--- src/rtl/vend_input_arbiter.sv ---
// vend_input_arbiter: synchronizes, edge-detects and queues coin/select presses, issuing them as spaced one-hot pulses.
// Optional per-line debounce is enabled with VEND_ARB_DEBOUNCE_EN.
module vend_input_arbiter #(
  parameter int GAP_CYCLES = 2,
  parameter int DB_CYCLES  = 4
) (
  input  logic       clk,
  input  logic       clr_n,
  input  logic [2:0] btn_raw,
  input  logic [3:0] sel_raw,
  input  logic       busy,
  output logic [2:0] coin_pulse,
  output logic [3:0] sel_pulse,
  output logic [6:0] pending,
  output logic [7:0] drop_cnt
);
  localparam logic [0:0] IDLE = 1'b0;
  localparam logic [0:0] GAP  = 1'b1;

  if (GAP_CYCLES < 1 || GAP_CYCLES > 15 || DB_CYCLES < 2 || DB_CYCLES > 255) begin : g_bad_param
    $error("vend_input_arbiter: parameter out of range");
  end

  logic [6:0] s1_q, s2_q, prev_q, pend_q, pend_d, pulse_q, lvl, edg, clr, drops, masked, gnt;
  logic [7:0] drop_q, drop_d;
  logic [8:0] dsum;
  logic [3:0] gap_q, gap_d, nd;
  logic [0:0] state_q, state_d;
  logic       rr_q, rr_d, pick_sel, issue;

`ifdef VEND_ARB_DEBOUNCE_EN
  logic [6:0] db_q;
  for (genvar i = 0; i < 7; i++) begin : g_db
    logic [7:0] cnt_q;
    always_ff @(posedge clk or negedge clr_n) begin
      if (!clr_n) begin
        cnt_q   <= '0;
        db_q[i] <= 1'b0;
      end else if (s2_q[i] == db_q[i]) begin
        cnt_q <= '0;
      end else if (cnt_q == 8'(DB_CYCLES - 1)) begin
        cnt_q   <= '0;
        db_q[i] <= s2_q[i];
      end else begin
        cnt_q <= cnt_q + 8'd1;
      end
    end
  end
  assign lvl = db_q;
`else
  assign lvl = s2_q;
`endif

  assign edg = lvl & ~prev_q;

  // Round-robin between groups, then lowest index wins inside the chosen group
  always_comb begin
    pick_sel = |pend_q[6:3] && (rr_q || ~|pend_q[2:0]);
    masked   = pick_sel ? {pend_q[6:3], 3'b000} : {4'b0000, pend_q[2:0]};
    gnt      = masked & (~masked + 7'd1);
    issue    = state_q == IDLE && !busy && |pend_q;
    clr      = issue ? gnt : 7'd0;
    pend_d   = (pend_q & ~clr) | edg;
    drops    = edg & pend_q & ~clr;
    nd       = '0;
    for (int i = 0; i < 7; i++) nd = nd + 4'(drops[i]);
    dsum     = {1'b0, drop_q} + 9'(nd);
    drop_d   = dsum[8] ? 8'hff : dsum[7:0];
    state_d  = issue ? GAP : (state_q == GAP && gap_q == 4'd1) ? IDLE : state_q;
    gap_d    = issue ? 4'(GAP_CYCLES) : state_q == GAP ? gap_q - 4'd1 : gap_q;
    rr_d     = issue ? ~pick_sel : rr_q;
  end

  always_ff @(posedge clk or negedge clr_n) begin
    if (!clr_n) begin
      s1_q    <= '0;
      s2_q    <= '0;
      prev_q  <= '0;
      pend_q  <= '0;
      pulse_q <= '0;
      drop_q  <= '0;
      gap_q   <= '0;
      state_q <= IDLE;
      rr_q    <= 1'b0;
    end else begin
      s1_q    <= {sel_raw, btn_raw};
      s2_q    <= s1_q;
      prev_q  <= lvl;
      pend_q  <= pend_d;
      pulse_q <= clr;
      drop_q  <= drop_d;
      gap_q   <= gap_d;
      state_q <= state_d;
      rr_q    <= rr_d;
    end
  end

  assign coin_pulse = pulse_q[2:0];
  assign sel_pulse  = pulse_q[6:3];
  assign pending    = pend_q;
  assign drop_cnt   = drop_q;
endmodule
--- config.mk ---
export PLATFORM = sky130hd
export DESIGN_NAME = vend_input_arbiter
export DESIGN_NICKNAME = d
export VERILOG_FILES = /design/src/rtl/vend_input_arbiter.sv
export SDC_FILE = /design/constraint.sdc
export NUM_CORES = 1
export LEC_CHECK = 0
export CORE_ASPECT_RATIO = 1.75
export CORE_MARGIN = 2
export CORE_UTILIZATION = 52
export DETAILED_ROUTE_END_ITERATION = 6
export PLACE_DENSITY = 0.9
export REMOVE_ABC_BUFFERS = 1
export SETUP_SLACK_MARGIN = 0.3
export SLEW_MARGIN = 20
export SYNTH_ARGS = -nofsm -noshare
export SYNTH_HDL_FRONTEND = slang
export SYNTH_SLANG_ARGS = --single-unit
--- constraint.sdc ---
create_clock -name clk -period 6.5 [get_ports clk]
set_clock_uncertainty 0.2 [all_clocks]
set_input_delay 0.975 -clock clk [delete_from_list [all_inputs] [get_ports clk]]
set_output_delay 0.975 -clock clk [all_outputs]
set_load 0.01 [all_outputs]
==> results of run 1 <==
-- cells by family (layout without fill, tap and decap cells) --
kind of cell	Yosys count	in the layout	share of synthesized area (%)
buffers and inverters	17	55	3.23
xor gates and xnor gates	3	3	1.33
AOI/OAI and AO/OA	26	26	7.80
muxes	2	2	1.14
DFF	49	49	62.1
and+or+nand+nor	51	51	14.6
adders and majority gates	13	13	9.77
-- power groups by stage --
stage	clock [uW]	combinational, uW	sequential, uW
final	211	364	424
after global routing	230	407	434
after CTS	218	369	425
after detailed placement	0	362	431
after global placement	0	346	427
after floorplan	0	220	432
-- sequential cells by signal, indices dropped and copies added, names as in the netlist --
register,cells
drop_cnt,8
lvl,7
pending,7
prev_q,7
pulse_q,7
s1_q,7
gap_q,4
rr_q,1
state_q,1
-- per-layer routing --
layer	track usage [%]	up-vias	wire length, um
met1	19.2	635	1220
met5	0	-	0
li1	-	614	-
met2	30.4	30	1920
met4	9.58	0	93
met3	5.11	7	129
-- per-stage QoR --
step           util (%)  power, uW  std cells  hold WS, ns
2_1_floorplan         -        652        160        0.131
3_3_place_gp       64.3        773        237        0.132
3_5_place_dp       64.3        792        237        0.135
4_1_cts            67.3       1010        245        0.156
5_1_grt            67.4       1070        245        0.163
6_report           67.4       1000        245        0.153
-- critical path: stages --
cell	delay (ns)
sky130_fd_sc_hd__clkdlybuf4s50_1	0.46
sky130_fd_sc_hd__nor2_1	0.36
sky130_fd_sc_hd__nand2b_4	0.09
sky130_fd_sc_hd__or3_4	0.34
sky130_fd_sc_hd__and3_1	0.18
sky130_fd_sc_hd__fa_1	0.47
sky130_fd_sc_hd__inv_1	0.05
sky130_fd_sc_hd__fa_1	0.53
sky130_fd_sc_hd__inv_1	0.06
sky130_fd_sc_hd__fa_1	0.48
sky130_fd_sc_hd__ha_1	0.24
sky130_fd_sc_hd__fa_1	0.40
sky130_fd_sc_hd__a21o_1	0.19
sky130_fd_sc_hd__a21oi_1	0.29
sky130_fd_sc_hd__nand2b_1	0.26
sky130_fd_sc_hd__nand2b_1	0.11
-- synth_stat cells, types with 2 or more instances --
cell type and count:
sky130_fd_sc_hd__nand2_1 8, sky130_fd_sc_hd__fa_1 4, sky130_fd_sc_hd__nor2b_1 2, sky130_fd_sc_hd__nor3_1 7
sky130_fd_sc_hd__ha_1 9, sky130_fd_sc_hd__or3_1 2, sky130_fd_sc_hd__nor4b_1 2, sky130_fd_sc_hd__mux2_2 2
sky130_fd_sc_hd__dfrtp_1 49, sky130_fd_sc_hd__nor4_1 2, sky130_fd_sc_hd__a21oi_1 8, sky130_fd_sc_hd__nor2_1 11
sky130_fd_sc_hd__inv_1 16, sky130_fd_sc_hd__xnor2_1 2, sky130_fd_sc_hd__nor3b_1 2, sky130_fd_sc_hd__nand2b_1 6
sky130_fd_sc_hd__o21ai_0 10, sky130_fd_sc_hd__and3_1 3, sky130_fd_sc_hd__a21o_1 3, sky130_fd_sc_hd__a31oi_1 2
-- cell type report --
class	count	area [sq um]	share of cell area, %
Tap cell	46	57.6	2.35
Multi-Input combinational cell	95	683	27.9
Clock inverter	2	38.8	1.59
Inverter	16	60.1	2.46
Sequential cell	49	1230	50.1
Timing Repair Buffer	31	308	12.6
Clock buffer	6	72.6	2.97
-- worst max path at each step --
stage	start	endpoint	slack (ns)	cells past startpoint
floorplan	busy	drop_cnt[6]	1.38	15
global placement	busy	drop_cnt[3]	0.76	16
detailed placement	busy	drop_cnt[0]	0.67	16
CTS	busy	drop_cnt[0]	0.97	16
global route	busy	drop_cnt[3]	0.72	16
finish	busy	drop_cnt[0]	0.99	16
==> results.py, run 1 <==
metrics = {
    "cells_and_area": {
        "layout_commonest_cell": "sky130_fd_sc_hd__dfrtp_1",
        "most_frequent_cells_in_the_layout": "sky130_fd_sc_hd__dfrtp_1 (49), sky130_fd_sc_hd__clkdlybuf4s50_1 (30), sky130_fd_sc_hd__inv_1 (16)",
        "layout.filler_cells": 278,
        "diodes": 0,
        "post_route_cells_drive_above_1_share_pct": 6.53,
        "post_route_design_area_sq_um": 2450,
        "nNetsFinal": 221,
        "flow.area_growth_from_synthesis_pct": 24.0,
    },
    "cts": {
        "cts_tree": "yes",
        "tritoncts.num_buffers": 5,
        "ctsHtreeMaxLevel": 2,
        "clock_path_buffers": 2,
        "cts.sink_count": 49,
        "post_cts_resize_count": 0,
        "clkSlewWorstSetupHoldPaths_ns": 0.09,
        "clk_latency_ns": 0.30,
        "clock_tree.root_cell": "sky130_fd_sc_hd__clkbuf_8",
        "cts.hold.buffers_added": 0,
        "post-cts-setup-buffer-count": 0,
    },
    "synthesis": {
        "number_of_enable_flip_flop_cells_after_synthesis": 0,
        "synthDominantCellAreaShare_pct": 62.1,
        "synth-async-reset-ratio_pct": 100,
        "synth_seq_area_share_pct": 62.1,
        "syn-mean-instance-area_sq_um": 12.3,
        "mappedNetlistArea_sq_um": 1970,
        "synthesis.yosys.warnings": 0,
        "ys_top_cells_by_area": "sky130_fd_sc_hd__dfrtp_1 (62%), sky130_fd_sc_hd__ha_1 (5.7%), sky130_fd_sc_hd__fa_1 (4.1%), sky130_fd_sc_hd__inv_1 (3.0%), sky130_fd_sc_hd__o21ai_0 (2.5%)",
        "synth_cells": 161,
        "netlist-cell-type-count": 31,
        "synth.largest_area_cell": "sky130_fd_sc_hd__dfrtp_1",
        "synth_ff_type": "sky130_fd_sc_hd__dfrtp_1",
        "synth-seq-cells": 49,
    },
    "floorplanning": {
        "placement_rows": 29,
        "ios": 32,
        "initial_utilization_pct": 54.4,
        "die_x_um": 50.6,
        "floorplan.die_area_sq_um": 4320,
        "die_h_um": 85.5,
        "core_outline_area_sq_um": 3630,
    },
    "route": {
        "vias": 1286,
        "routedWlPerCell_um": 13.8,
        "detail_route.vias_per_cell": 5.25,
        "drt_iter0_drc": 31,
        "drc": 0,
        "drt_wl_total_um": 3370,
        "remaining_antenna_violation_count_after_routing": 0,
        "number_of_detailed_routing_iterations_run_before_antenna_repair": 4,
    },
    "flow_run": {
        "max_cap_violations": 0,
    },
    "power_and_ir_drop": {
        "share_clk_of_total_power_pct": 21.2,
        "power.sequential.fraction_pct": 42.5,
        "leakage_uw": 0.00116,
        "power_frac_comb_pct": 36.4,
        "switching_share_pct": 33.2,
        "ir_worst_vdd_mv": 0.278,
        "total_switching_power_uw": 332,
        "power_density_nw_per_um2": 409,
        "power_report.internal_total_uw": 668,
    },
    "timing": {
        "fin_setup_tns_ns": 0,
        "final.min_clock_period_ns": 5.51,
        "max-slew-margin-rel_pct": 60.4,
        "tightestPinTransition_ns": 0.586,
        "achievable-frequency_ghz": 0.182,
        "min_period_over_period_pct": 84.7,
        "report.final.setup_viol": 0,
        "timing_hold_violations_final": 0,
        "final_setup_slack_of_the_worst_path_ns": 0.994,
        "slew_viol_final": 0,
        "grt_setup_unrepaired": "false",
    },
    "placed_design": {
        "placed_area_sq_um": 2330,
        "io_buffer_count": 31,
        "detailedPlacementHpwl_um": 2440,
        "globalplace.congestion": 0.865,
        "place_worst_setup_slack_ns": 0.667,
    },
    "worst_setup_path": {
        "worst_reg2reg_path_length_in_cells": 15,
        "reg2reg_setup_slack_ns": 1.47,
        "critPathArrivalTime_ns": 5.48,
        "critPathCaptureType": "flop",
        "worst-path-max-fanout": 5,
        "reg2reg_to": "drop_cnt[0]",
        "required_arrival_time_at_the_worst_endpoint_ns": 6.48,
        "setup.worst_path.class": "primary input to flop",
        "worst_r2r_startpoint": "pending[3]",
        "startpoint_type": "primary input",
    },
    "grt": {
        "grt_usage_pct": 17.7,
        "grt_first_pass_wirelength_um": 5550,
        "first_global_vias": 1245,
        "number_of_antenna_violations_at_the_first_check_in_global_routing": 0,
        "globalRouteOverflowTotal": 0,
        "grt_start_max_net_pins": 50,
    },
    "run_status": {
        "outcome": "finished, final reports clean",
    },
    "worst_hold_path": {
        "hold-path-endpoint": "lvl[1]",
        "whs_path_depth": 0,
        "hp-start": "s1_q[1]",
        "hold_path_class": "flop to flop",
    },
}
No activity file was read; power rests on OpenSTA's default activity.
==> inputs of run 2 (changes only) <==
Clock period 6.5 ns to 5.2 ns, I/O delays scaled along.
==> results.py, run 2 (synthesized netlist as in run 1, its figures left out) <==
metrics = {
    "run_status": {
        "outcome": "finished, final reports clean",
    },
    "cts": {
        "ctsHtreeMaxLevel": 2,
        "cts_tree": "yes",
        "clk_latency_ns": 0.29,
        "cts.hold.buffers_added": 0,
        "clock_tree.root_cell": "sky130_fd_sc_hd__clkbuf_8",
        "cts.sink_count": 49,
        "tritoncts.num_buffers": 5,
        "clkSlewWorstSetupHoldPaths_ns": 0.08,
        "post-cts-setup-buffer-count": 0,
        "clock_path_buffers": 2,
    },
    "grt": {
        "grt_usage_pct": 17.9,
        "first_global_vias": 1336,
        "grt_start_max_net_pins": 50,
        "number_of_antenna_violations_at_the_first_check_in_global_routing": 0,
        "grt_first_pass_wirelength_um": 5710,
        "globalRouteOverflowTotal": 0,
    },
    "worst_hold_path": {
        "hold_path_class": "flop to flop",
    },
    "timing": {
        "achievable-frequency_ghz": 0.213,
        "tightestPinTransition_ns": 0.604,
        "final_setup_slack_of_the_worst_path_ns": 0.496,
        "min_period_over_period_pct": 90.5,
        "grt_setup_unrepaired": "false",
        "max-slew-margin-rel_pct": 59.2,
        "report.final.setup_viol": 0,
        "final.min_clock_period_ns": 4.70,
        "slew_viol_final": 0,
        "timing_hold_violations_final": 0,
        "fin_setup_tns_ns": 0,
    },
    "worst_setup_path": {
        "critPathCaptureType": "flop",
        "worstPathBufferInverterCount": 2,
        "setup.worst_path.class": "flop to flop",
        "crit_path_max_incr_delay_ns": 0.54,
        "critPathArrivalTime_ns": 4.69,
        "required_arrival_time_at_the_worst_endpoint_ns": 5.18,
        "path_delay_family": "adder cells",
        "cp_cell_sequence": "o41a_1 -> nand2b_4 -> or3_4 -> and3_1 -> fa_1 -> inv_1 -> fa_1 -> inv_1 -> fa_1 -> ha_2 -> fa_2 -> a21o_1 -> a21oi_2 -> nor2_1 -> mux2_2",
        "critical-path-top-cell-by-count": "sky130_fd_sc_hd__fa_1",
        "worst-path-max-fanout": 6,
        "cp_slowest_cell": "sky130_fd_sc_hd__fa_1",
        "startpoint_type": "flop",
    },
    "cells_and_area": {
        "nNetsFinal": 230,
        "layout_commonest_cell": "sky130_fd_sc_hd__dfrtp_1",
        "largest_register_ffs": 8,
        "flow.area_growth_from_synthesis_pct": 28.5,
        "most_frequent_cells_in_the_layout": "sky130_fd_sc_hd__dfrtp_1 (49), sky130_fd_sc_hd__clkdlybuf4s50_1 (29), sky130_fd_sc_hd__inv_1 (16)",
        "layout.filler_cells": 260,
        "diodes": 0,
        "post_route_cells_drive_above_1_share_pct": 13.0,
    },
    "route": {
        "drt_iter0_drc": 12,
        "number_of_detailed_routing_iterations_run_before_antenna_repair": 4,
        "vias": 1318,
        "drt_wl_total_um": 3240,
        "routedWlPerCell_um": 12.8,
        "drc": 0,
        "remaining_antenna_violation_count_after_routing": 0,
        "detail_route.vias_per_cell": 5.19,
    },
    "power_and_ir_drop": {
        "ir_worst_vdd_mv": 0.516,
        "design_power_total_uw": 1290,
        "leakage_uw": 0.00122,
        "power_density_nw_per_um2": 509,
    },
    "flow_run": {
        "max_cap_violations": 0,
    },
    "placed_design": {
        "io_buffer_count": 31,
        "globalplace.congestion": 0.868,
        "detailedPlacementHpwl_um": 2380,
        "place_worst_setup_slack_ns": -0.139,
    },
    "floorplanning": {
        "initial_utilization_pct": 54.4,
        "die_h_um": 85.5,
        "floorplan.die_area_sq_um": 4320,
        "ios": 32,
        "die_x_um": 50.6,
        "core_outline_area_sq_um": 3630,
        "placement_rows": 29,
    },
}
## run 2: cell count changes in the layout (fill, tap and decap cells not counted), sizes merged
cell and change:
dlymetal6s2s +1, clkinv -1, clkbuf +1, clkdlybuf4s50 -1
buf +9
## run 2: cell type report
type | count | area [sq um] | area share (%)
clock buffer | 7 | 86.3 | 3.41
clock inverter | 1 | 30.0 | 1.18
inverter | 16 | 60.1 | 2.37
multi-input combinational | 95 | 697 | 27.5
sequential | 49 | 1230 | 48.4
tap | 46 | 57.6 | 2.27
timing repair buffer | 40 | 378 | 14.9
## run 2: worst paths after layout
| kind | startpoint | end | cells past startpoint | slack, ns |
|---|---|---|---|---|
| setup reg to reg | pending[4] | drop_cnt[6] | 15 | 0.50 |
| hold reg to reg | s1_q[0] | lvl[0] | 0 | 0.15 |
| setup / recovery | pending[4] | drop_cnt[6] | 15 | 0.50 |
| min in group asynchronous | clr_n | drop_cnt[3] | 1 | 0.28 |
| hold / removal | s1_q[0] | lvl[0] | 0 | 0.15 |
| max in group asynchronous | clr_n | lvl[3] | 1 | 4.13 |
## run 2: where the power goes
| part | total [uW] | switching [uW] | internal (uW) |
|---|---|---|---|
| logic | 497 | 236 | 261 |
| registers | 525 | 68.1 | 457 |
| clock network | 268 | 111 | 157 |
## run 2: worst register-to-register path, stage by stage (launching register included)
cell                       delay, ns
sky130_fd_sc_hd__dfrtp_1        0.44
sky130_fd_sc_hd__o41a_1         0.45
sky130_fd_sc_hd__nand2b_4       0.16
sky130_fd_sc_hd__or3_4          0.32
sky130_fd_sc_hd__and3_1         0.18
sky130_fd_sc_hd__fa_1           0.47
sky130_fd_sc_hd__inv_1          0.06
sky130_fd_sc_hd__fa_1           0.54
sky130_fd_sc_hd__inv_1          0.06
sky130_fd_sc_hd__fa_1           0.47
sky130_fd_sc_hd__ha_2           0.21
sky130_fd_sc_hd__fa_2           0.35
sky130_fd_sc_hd__a21o_1         0.20
sky130_fd_sc_hd__a21oi_2        0.16
sky130_fd_sc_hd__nor2_1         0.07
sky130_fd_sc_hd__mux2_2         0.26
## run 2: through the flow
stage	std cells	cell area, sq um	hold WS (ns)	utilization [%]
after floorplan	160	1970	0.131	-
after global placement	246	2400	0.132	66.1
after detailed placement	246	2400	0.135	66.1
after CTS	254	2530	0.154	69.7
after global routing	254	2530	0.167	69.9
final	254	2530	0.148	69.9
## run 2: layer usage
metal,vias to the layer above,wire (um),GRT usage [%]
li1,631,-,-
met1,652,1210,19.5
met2,28,1850,32.4
met3,7,99,3.17
met4,0,82,8.60
met5,-,0,0
## run 2: repair_timing
item                                    CTS  global route
pin swaps                                 1             3
resized for setup                         4             2
endpoints found under the setup margin    8             8
==> inputs of run 3 (changes only) <==
Settings changed: CORE_UTILIZATION 52 to 55, PLACE_DENSITY 0.9 to 0.94.
Clock period 5.2 ns to 5.5 ns, I/O delays scaled along.
==> results.py, run 3 (synthesized netlist as in run 1, its figures left out) <==
metrics = {
    "run_status": {
        "outcome": "finished, final reports clean",
    },
    "route": {
        "drt_iter0_drc": 25,
        "number_of_detailed_routing_iterations_run_before_antenna_repair": 4,
        "routedWlPerCell_um": 14.4,
        "remaining_antenna_violation_count_after_routing": 0,
        "detail_route.vias_per_cell": 5.39,
        "drc": 0,
        "drt_wl_total_um": 3540,
        "vias": 1327,
    },
    "cells_and_area": {
        "largest_register_ffs": 8,
        "post_route_design_area_sq_um": 2470,
        "layout.filler_cells": 259,
        "layout.cells.non_filler": 246,
        "post_route_cells_drive_above_1_share_pct": 9.45,
        "diodes": 0,
        "nNetsFinal": 223,
        "layout_commonest_cell": "sky130_fd_sc_hd__dfrtp_1",
        "flow.area_growth_from_synthesis_pct": 25.0,
        "most_frequent_cells_in_the_layout": "sky130_fd_sc_hd__dfrtp_1 (49), sky130_fd_sc_hd__clkdlybuf4s50_1 (30), sky130_fd_sc_hd__inv_1 (16)",
    },
    "timing": {
        "achievable-frequency_ghz": 0.197,
        "tightestPinTransition_ns": 0.594,
        "final.min_clock_period_ns": 5.08,
        "min_period_over_period_pct": 92.4,
        "timing_hold_violations_final": 0,
        "grt_setup_unrepaired": "false",
        "fin_setup_tns_ns": 0,
        "slew_viol_final": 0,
        "report.final.setup_viol": 0,
        "hold_slack_ns": 0.148,
        "max-slew-margin-rel_pct": 60.4,
    },
    "power_and_ir_drop": {
        "ir_worst_vdd_mv": 0.318,
        "power_frac_comb_pct": 38.8,
        "design_power_total_uw": 1180,
        "power_density_nw_per_um2": 477,
        "leakage_uw": 0.00117,
        "share_clk_of_total_power_pct": 18.4,
        "power_report.internal_total_uw": 768,
        "switching_share_pct": 34.8,
        "power.sequential.fraction_pct": 42.9,
        "total_switching_power_uw": 410,
    },
    "grt": {
        "grt_start_max_net_pins": 50,
        "grt_first_pass_wirelength_um": 5940,
        "first_global_vias": 1365,
        "grt_usage_pct": 19.1,
        "globalRouteOverflowTotal": 0,
        "number_of_antenna_violations_at_the_first_check_in_global_routing": 0,
    },
    "worst_setup_path": {
        "cp_slowest_cell": "sky130_fd_sc_hd__fa_1",
        "critPathArrivalTime_ns": 5.07,
        "reg2reg_setup_slack_ns": 0.54,
        "startpoint_type": "primary input",
        "path_delay_family": "adder cells",
        "required_arrival_time_at_the_worst_endpoint_ns": 5.49,
        "cp_cell_sequence": "clkdlybuf4s50_1 -> nor2_4 -> nand2b_4 -> or3_4 -> and3_1 -> fa_1 -> inv_1 -> fa_1 -> inv_1 -> fa_1 -> ha_1 -> fa_1 -> a21o_1 -> a21oi_4 -> nor2_1 -> mux2_2",
        "worstPathBufferInverterCount": 3,
        "critPathCaptureType": "flop",
        "worst-path-max-fanout": 5,
        "critical-path-top-cell-by-count": "sky130_fd_sc_hd__fa_1",
        "setup.worst_path.class": "primary input to flop",
        "crit_path_max_incr_delay_ns": 0.54,
    },
    "floorplanning": {
        "initial_utilization_pct": 58.1,
        "die_h_um": 83.2,
        "core_outline_area_sq_um": 3400,
        "die_x_um": 49.3,
        "ios": 32,
        "floorplan.die_area_sq_um": 4100,
        "placement_rows": 28,
    },
    "cts": {
        "clk_latency_ns": 0.30,
        "cts_tree": "yes",
        "tritoncts.num_buffers": 5,
        "post-cts-setup-buffer-count": 0,
        "clock_tree.root_cell": "sky130_fd_sc_hd__clkbuf_8",
        "ctsHtreeMaxLevel": 2,
        "cts.sink_count": 49,
        "clkSlewWorstSetupHoldPaths_ns": 0.09,
        "clock_path_buffers": 2,
        "cts.hold.buffers_added": 0,
    },
    "placed_design": {
        "detailedPlacementHpwl_um": 2640,
        "io_buffer_count": 31,
        "placed_area_sq_um": 2350,
        "placed_cells": 238,
        "globalplace.congestion": 0.765,
    },
    "worst_hold_path": {
        "hold_path_class": "flop to flop",
    },
    "flow_run": {
        "max_cap_violations": 0,
    },
}
==> run 3: changes by cell type in the layout (fill, tap and decap cells not counted), sizes merged <==
cell | before | now
clkbuf | 7 | 6
clkinv | 0 | 2
buf | 10 | 3
clkdlybuf4s50 | 29 | 30
bufinv | 1 | 0
dlymetal6s2s | 1 | 0
==> run 3: path summary, 6_finish.rpt <==
kind	startpoint	to	cells past startpoint
worst max-delay path	busy	drop_cnt[6]	16
worst min-delay path	s1_q[0]	lvl[0]	0
worst max register to register	pending[3]	drop_cnt[6]	15
worst min register to register	s1_q[0]	lvl[0]	0
max in group asynchronous	clr_n	s1_q[2]	1
min in group asynchronous	clr_n	pulse_q[4]	1
==> run 3: timing repair <==
action / 4_1_cts / 5_1_grt
endpoints found under the hold margin: 0 / 0
endpoints found under the setup margin: 4 / 6
pin swaps: 0 / 0
resized for setup: 1 / 4
==> run 3: layer usage <==
layer / track usage [%] / part of all wire (%) / vias up
li1: - / - / 623
met1: 20.8 / 36 / 660
met2: 34.2 / 57 / 35
met3: 4.68 / 4.7 / 9
met4: 8.57 / 2.2 / 0
met5: 0 / 0 / -
==> run 3: power groups by stage <==
stage | sequential, uW | combinational [uW] | clock [uW]
after floorplan | 511 | 260 | 0
after global placement | 505 | 411 | 0
after detailed placement | 509 | 436 | 0
after CTS | 503 | 451 | 224
after global routing | 517 | 510 | 239
final | 505 | 456 | 216
==> run 3: layout make-up <==
cell class / count / area, sq um / share of cell area (%)
clock buffer: 6 / 82.6 / 3.35
clock inverter: 2 / 13.8 / 0.558
inverter: 16 / 60.1 / 2.44
multi-input combinational: 95 / 704 / 28.6
sequential: 49 / 1230 / 49.7
tap: 45 / 56.3 / 2.28
timing repair buffer: 33 / 323 / 13.1
==> run 3: stage by stage <==
stage | util, % | worst slack (ns)
CTS | 72.0 | 0.347
global route | 72.6 | 0.297
detailed placement | 69.0 | -0.0613
finish | 72.6 | 0.417
global placement | 69.0 | 0.0792
floorplan | - | 0.525
